<file path="config.mk">
export PLATFORM = sky130hd
export DESIGN_NAME = fetch_unit_flat
export DESIGN_NICKNAME = d
export VERILOG_FILES = /design/src/rtl/fetch_pkg.sv /design/src/rtl/fetch_if.sv /design/src/rtl/if_id_reg.sv /design/src/rtl/fetch_unit.sv /design/src/flat_wrapper.sv
export SDC_FILE = /design/constraint.sdc
export NUM_CORES = 1
export LEC_CHECK = 0
export CAP_MARGIN = 20
export CORE_UTILIZATION = 35
export DETAILED_ROUTE_END_ITERATION = 10
export REMOVE_ABC_BUFFERS = 1
export SLEW_MARGIN = 25
export SYNTH_ARGS = -nofsm -noshare
export SYNTH_HDL_FRONTEND = slang
export SYNTH_HIERARCHICAL = 1
export SYNTH_SLANG_ARGS = --single-unit
</file>
<file path="constraint.sdc">
create_clock -name clk -period 5.7 [get_ports clk]
set_input_delay 1.14 -clock clk [delete_from_list [all_inputs] [get_ports clk]]
set_output_delay 1.14 -clock clk [all_outputs]
set_load 0.01 [all_outputs]
</file>
<file path="src/rtl/fetch_pkg.sv">
// Shared fetch-stage definitions: widths, the FSM state encoding, the default NOP
// and the PC range check. The decode and hazard units import this package too.
package fetch_pkg;

  localparam int XLEN = 64;
  localparam int ILEN = 32;

  localparam logic [ILEN-1:0] NOP_INSTR_DEF = 32'h0000_0013;

  typedef enum logic [1:0] {
    BOOT  = 2'd0,
    RUN   = 2'd1,
    FAULT = 2'd2
  } fetch_state_e;

  // A fetch is illegal when the PC is not word aligned or lies past the last word.
  function automatic logic pc_illegal(input logic [XLEN-1:0] pc,
                                      input logic [XLEN-1:0] last_pc);
    return (pc[1:0] != 2'b00) || (pc > last_pc);
  endfunction

endpackage

</file>
<file path="src/rtl/fetch_if.sv">
// Fetch-stage bus: the instruction-memory read port plus the IF/ID register outputs.
interface fetch_if import fetch_pkg::*; ();

  logic [XLEN-1:0] imem_adr;
  logic [ILEN-1:0] imem_instr;
  logic [XLEN-1:0] ifid_pc;
  logic [ILEN-1:0] ifid_instr;
  logic            ifid_valid;

  modport master (
    output imem_adr,
    input  imem_instr,
    output ifid_pc,
    output ifid_instr,
    output ifid_valid
  );

  modport slave (
    input  imem_adr,
    output imem_instr,
    input  ifid_pc,
    input  ifid_instr,
    input  ifid_valid
  );

endinterface

</file>
<file path="src/rtl/if_id_reg.sv">
// IF/ID pipeline register. Invalidate beats load; with neither, contents hold.
// Invalidation replaces the instruction with a NOP but keeps the captured PC.
module if_id_reg
  import fetch_pkg::*;
#(
  parameter logic [ILEN-1:0] NOP_INSTR = NOP_INSTR_DEF
) (
  input  logic            clk,
  input  logic            rst,
  input  logic            load_i,
  input  logic            inval_i,
  input  logic [XLEN-1:0] pc_i,
  input  logic [ILEN-1:0] instr_i,
  output logic [XLEN-1:0] pc_o,
  output logic [ILEN-1:0] instr_o,
  output logic            valid_o
);

  logic [XLEN-1:0] pc_q;
  logic [ILEN-1:0] instr_q;
  logic            valid_q;

  // Pipeline register with load / hold / invalidate.
  always_ff @(posedge clk) begin
    if (rst) begin
      pc_q    <= 64'h0;
      instr_q <= NOP_INSTR;
      valid_q <= 1'b0;
    end else if (inval_i) begin
      instr_q <= NOP_INSTR;
      valid_q <= 1'b0;
    end else if (load_i) begin
      pc_q    <= pc_i;
      instr_q <= instr_i;
      valid_q <= 1'b1;
    end else begin
      pc_q    <= pc_q;
      instr_q <= instr_q;
      valid_q <= valid_q;
    end
  end

  assign pc_o    = pc_q;
  assign instr_o = instr_q;
  assign valid_o = valid_q;

endmodule

</file>
<file path="src/rtl/fetch_unit.sv">
// Instruction-fetch stage: owns the PC and the BOOT/RUN/FAULT FSM, drives the
// instruction-memory address and feeds the IF/ID register.
module fetch_unit
  import fetch_pkg::*;
#(
  parameter logic [XLEN-1:0] RESET_PC  = 64'h0,
  parameter int              MEM_BYTES = 64,
  parameter logic [ILEN-1:0] NOP_INSTR = NOP_INSTR_DEF
) (
  input  logic            clk,
  input  logic            rst,
  input  logic            stall,
  input  logic            flush,
  input  logic            redirect_valid,
  input  logic [XLEN-1:0] redirect_pc,
  fetch_if.master         bus,
  output logic            fault,
  output logic [XLEN-1:0] fault_pc
);

  localparam logic [XLEN-1:0] LAST_PC = XLEN'(MEM_BYTES - 4);

  fetch_state_e    state_q, state_d;
  logic [XLEN-1:0] pc_q, pc_d;
  logic            fault_q, fault_d;
  logic [XLEN-1:0] fault_pc_q, fault_pc_d;
  logic [XLEN-1:0] pc_plus4_s;
  logic            pc_err_s;
  logic            load_s;
  logic            inval_s;

  assign pc_plus4_s = pc_q + 64'd4;
  assign pc_err_s   = pc_illegal(pc_q, LAST_PC);

  // Next-state and IF/ID control; RUN conditions are in priority order.
  // A redirect outranks a fault because the faulting fetch is wrong-path.
  always_comb begin
    state_d    = state_q;
    pc_d       = pc_q;
    fault_d    = fault_q;
    fault_pc_d = fault_pc_q;
    load_s     = 1'b0;
    inval_s    = 1'b0;
    case (state_q)
      BOOT: begin
        state_d = RUN;
      end
      RUN: begin
        if (redirect_valid) begin
          pc_d    = redirect_pc;
          inval_s = 1'b1;
        end else if (pc_err_s) begin
          state_d    = FAULT;
          fault_d    = 1'b1;
          fault_pc_d = pc_q;
          inval_s    = 1'b1;
        end else if (stall) begin
          inval_s = flush;
        end else if (flush) begin
          pc_d    = pc_plus4_s;
          inval_s = 1'b1;
        end else begin
          pc_d   = pc_plus4_s;
          load_s = 1'b1;
        end
      end
      FAULT: begin
        state_d = FAULT;
      end
      default: begin
        state_d = FAULT;
      end
    endcase
  end

  // FSM, PC and sticky fault state.
  always_ff @(posedge clk) begin
    if (rst) begin
      state_q    <= BOOT;
      pc_q       <= RESET_PC;
      fault_q    <= 1'b0;
      fault_pc_q <= 64'h0;
    end else begin
      state_q    <= state_d;
      pc_q       <= pc_d;
      fault_q    <= fault_d;
      fault_pc_q <= fault_pc_d;
    end
  end

  if_id_reg #(
    .NOP_INSTR (NOP_INSTR)
  ) u_if_id_reg (
    .clk     (clk),
    .rst     (rst),
    .load_i  (load_s),
    .inval_i (inval_s),
    .pc_i    (pc_q),
    .instr_i (bus.imem_instr),
    .pc_o    (bus.ifid_pc),
    .instr_o (bus.ifid_instr),
    .valid_o (bus.ifid_valid)
  );

  assign bus.imem_adr = pc_q;
  assign fault        = fault_q;
  assign fault_pc     = fault_pc_q;

endmodule

</file>
<file path="src/flat_wrapper.sv">
// flat-port wrapper written by rule: the top's interface ports become plain ports
module fetch_unit_flat import fetch_pkg::*;
#(
  parameter logic [XLEN-1:0] RESET_PC  = 64'h0,
  parameter int              MEM_BYTES = 64,
  parameter logic [ILEN-1:0] NOP_INSTR = NOP_INSTR_DEF
)
  (clk, rst, stall, flush, redirect_valid, redirect_pc, fault, fault_pc, bus_imem_adr, bus_imem_instr, bus_ifid_pc, bus_ifid_instr, bus_ifid_valid);
  fetch_if bus_i ();
  input  logic clk;
  input  logic rst;
  input  logic stall;
  input  logic flush;
  input  logic redirect_valid;
  input  logic [XLEN-1:0] redirect_pc;
  output logic fault;
  output logic [XLEN-1:0] fault_pc;
  output wire logic [$bits(bus_i.imem_adr)-1:0] bus_imem_adr;
  input wire logic [$bits(bus_i.imem_instr)-1:0] bus_imem_instr;
  output wire logic [$bits(bus_i.ifid_pc)-1:0] bus_ifid_pc;
  output wire logic [$bits(bus_i.ifid_instr)-1:0] bus_ifid_instr;
  output wire logic [$bits(bus_i.ifid_valid)-1:0] bus_ifid_valid;
  assign bus_imem_adr = bus_i.imem_adr;
  assign bus_i.imem_instr = bus_imem_instr;
  assign bus_ifid_pc = bus_i.ifid_pc;
  assign bus_ifid_instr = bus_i.ifid_instr;
  assign bus_ifid_valid = bus_i.ifid_valid;
  fetch_unit #(.RESET_PC(RESET_PC), .MEM_BYTES(MEM_BYTES), .NOP_INSTR(NOP_INSTR)) u_core (.clk(clk), .rst(rst), .stall(stall), .flush(flush), .redirect_valid(redirect_valid), .redirect_pc(redirect_pc), .bus(bus_i), .fault(fault), .fault_pc(fault_pc));
endmodule
</file>
==> results_dict.tcl <==
set metrics [dict create \
    status "complete, no violations" \
    ctsRootBufferMaster "clkbuf_16" \
    skew_ns 0.00975 \
    dr.pass1.iters 5 \
    gp_routability_congestion 0.780 \
    die_area_um2 29200 \
    grt_pass1_vias 9494 \
    crit_path_end_kind "flip-flop" \
    ys_seq_area_share_pct 45.7 \
    overflow 0 \
    viasPerCell 5.53 \
    synth_area_leader_cell "dfxtp_1" \
    start_kind "flip-flop" \
    synth_area_leaders "dfxtp_1, nand4bb_1, a21oi_1" \
    syn_inst 1130 \
    synthFlopType "dfxtp_1" \
    crit_fanout 50 \
    period_share_pct 69.9 \
    ios 327 \
    cp.required_ns 6.11 \
    detail_route.iter0.violations 795 \
    timing.fmax_mhz 251 \
    clock_path_buffers 3 \
    ant_nets 0 \
    finalMaxSlewViolations 0 \
    worst-path-buf-inv 2 \
    timing.hold.ws_ns 0.461 \
    layout-drive-gt1-share_pct 6.72 \
    p_total_mw 4.12 \
    slowest_stage "buf_4" \
    avgSynthCellArea_um2 8.84 \
    die_w_um 171 \
    nFillCells 2690 \
    cts_resized 0 \
    vdd_drop_max_mv 0.189 \
    slew_headroom_pct 29.6 \
    ys_types 52 \
    tightest_slew_ns 1.05 \
    synth_most_common_cell "dfxtp_1" \
    die-height_um 171 \
    grt_pass1_wl_um 56700 \
    wl_per_cell_um 20.9 \
    yosys-top-cells-count "dfxtp_1, a21oi_1, nand3_1" \
    numCtsBuffers 28 \
    netlist_area_um2 9990 \
    yosys_warnings 6 \
    rows 61 \
    clk-insertion-delay-late_ns 0.54 \
    cts_hold_buffers 0 \
    max_stage_delay_ns 0.69 \
    grt_max_degree 137 \
    postLayoutCoreUtil_pct 51.5 \
    synth_top_area_share_pct 45.7 \
    track_usage_pct 24.9 \
    timing.final.crit_period_ns 3.99 \
    initial_core_util_pct 35.7 \
    synth_seq_cells 228 \
    vias 9918 \
    path_delay_family "simple AND/OR/NAND/NOR gates" \
    dp_hpwl_um 24000 \
    synthArstFlopShare_pct 0 \
    max_cap_viol_count 0 \
    area_growth_pct 44.1 \
    leakage_nw 4.60 \
    post_cts.repair.setup_buffers 0 \
    io_buffer_count 326 \
    cp_data_arrival_time_ns 4.40 \
    powerDensity_nw_per_um2 286 \
    antenna_found_initial 5 \
    crit_type "flip-flop to flip-flop" \
    cts_tree "done" \
    finalHoldViolCount 0 \
    hold_path.class "flip-flop to flip-flop" \
    core_um2 27900 \
    htreeDepth 1 \
    cts.sinks 228 \
    crit_path_cell_trace "nor4_1 > nand4_1 > nor4_1 > nand2_1 > nor3_2 > buf_4 > buf_4 > mux2i_1 > nor2_1" \
    clkSlewWorstSetupHoldPaths_ns 0.06 \
    drc_errors 0 \
    synth_edf_count 0 \
    nNetsFinal 1494 \
    setup_viol_count_final 0 \
    wl_um 37500 \
    rsz0062_at_grt "false" \
]
==> path summary, 6_finish.rpt <==
check                                           start                                          end  slack (ns)  cells past startpoint
min          u_core/u_if_id_reg/pc_o[37]$_SDFFE_PP0P_     u_core/u_if_id_reg/pc_o[37]$_SDFFE_PP0P_        0.46                      2
min reg2reg  u_core/u_if_id_reg/pc_o[37]$_SDFFE_PP0P_     u_core/u_if_id_reg/pc_o[37]$_SDFFE_PP0P_        0.46                      2
max              u_core/bus.imem_adr[44]$_SDFFE_PP0P_  u_core/u_if_id_reg/instr_o[31]$_SDFFE_PP0P_        1.71                      9
max reg2reg      u_core/bus.imem_adr[44]$_SDFFE_PP0P_  u_core/u_if_id_reg/instr_o[31]$_SDFFE_PP0P_        1.71                      9
==> per-layer routing <==
metal,GRT usage [%],up-vias,share of wire (%)
met3,6.62,54,8.3
li1,-,4652,-
met5,0,-,0.093
met1,32.6,4823,43
met2,40.2,383,46
met4,6.72,6,2.2
==> flip-flops by register name, summed over array words and instances, names as in the netlist <==
register	cells
u_core/u_if_id_reg/pc_o	64
u_core/state_q	2
u_core/fault	1
u_core/fault_pc	64
u_core/bus.imem_adr	64
u_core/u_if_id_reg/valid_o	1
u_core/u_if_id_reg/instr_o	32
==> final cells by class <==
class / count / area, um2 / share of cell area, %
clock buffers: 36 / 792 / 5.50
multi-input cells: 792 / 4930 / 34.2
clock inverters: 15 / 236 / 1.64
inverters: 4 / 15.0 / 0.104
flip-flops and latches: 228 / 4560 / 31.7
well taps: 378 / 473 / 3.29
repair buffers: 338 / 3370 / 23.4
diodes: 3 / 7.51 / 0.0522
==> worst min-delay path, stage by stage, from the launching register on <==
cell	delay, ns
dfxtp_1	0.30
nand2b_1	0.06
o21ai_1	0.05
==> through the flow <==
step                      TNS [ns]  area [um2]  setup WS (ns)  instances
after floorplan            -308.98        9460          -3.52       1024
after global placement           0       13300           1.77       1739
after detailed placement         0       13400           1.71       1740
after CTS                        0       14400           1.71       1791
after global routing             0       14400           1.35       1793
final                            0       14400           1.71       1794
==> cell families after synthesis <==
| kind of cell | synth area share (%) |
|---|---|
| buffers and inverters | 5.44 |
| AOI/OAI and AO/OA | 18.4 |
| adders and majority gates | 0.125 |
| muxes | 3.31 |
| and+or+nand+nor | 27.0 |
| DFF | 45.7 |
==> power breakdown <==
| part | total (mW) | switching [mW] | internal [mW] |
|---|---|---|---|
| registers | 1.67 | 0.0512 | 1.62 |
| logic | 0.481 | 0.286 | 0.195 |
| clock network | 1.96 | 0.716 | 1.25 |
| total | 4.12 | 1.05 | 3.07 |
==> placed cells by master, fill, tap and decap left out, types with 5 or more instances in the layout <==
cell type	instances
nand2_1	85
a21oi_1	114
clkbuf_16	29
nand4_1	14
a221oi_1	11
nand3_1	90
bufinv_16	6
mux2i_1	33
nand4bb_1	64
o31ai_1	12
o21ai_0	83
nor4_1	27
nor2_1	49
clkdlybuf4s50_1	324
and4_1	11
o21ai_1	42
o21ai_2	19
nand2b_1	68
dfxtp_1	228
a22oi_1	13
clkinv_2	5
buf_4	10
and3_1	5
No activity file was read; power rests on OpenSTA's default activity.
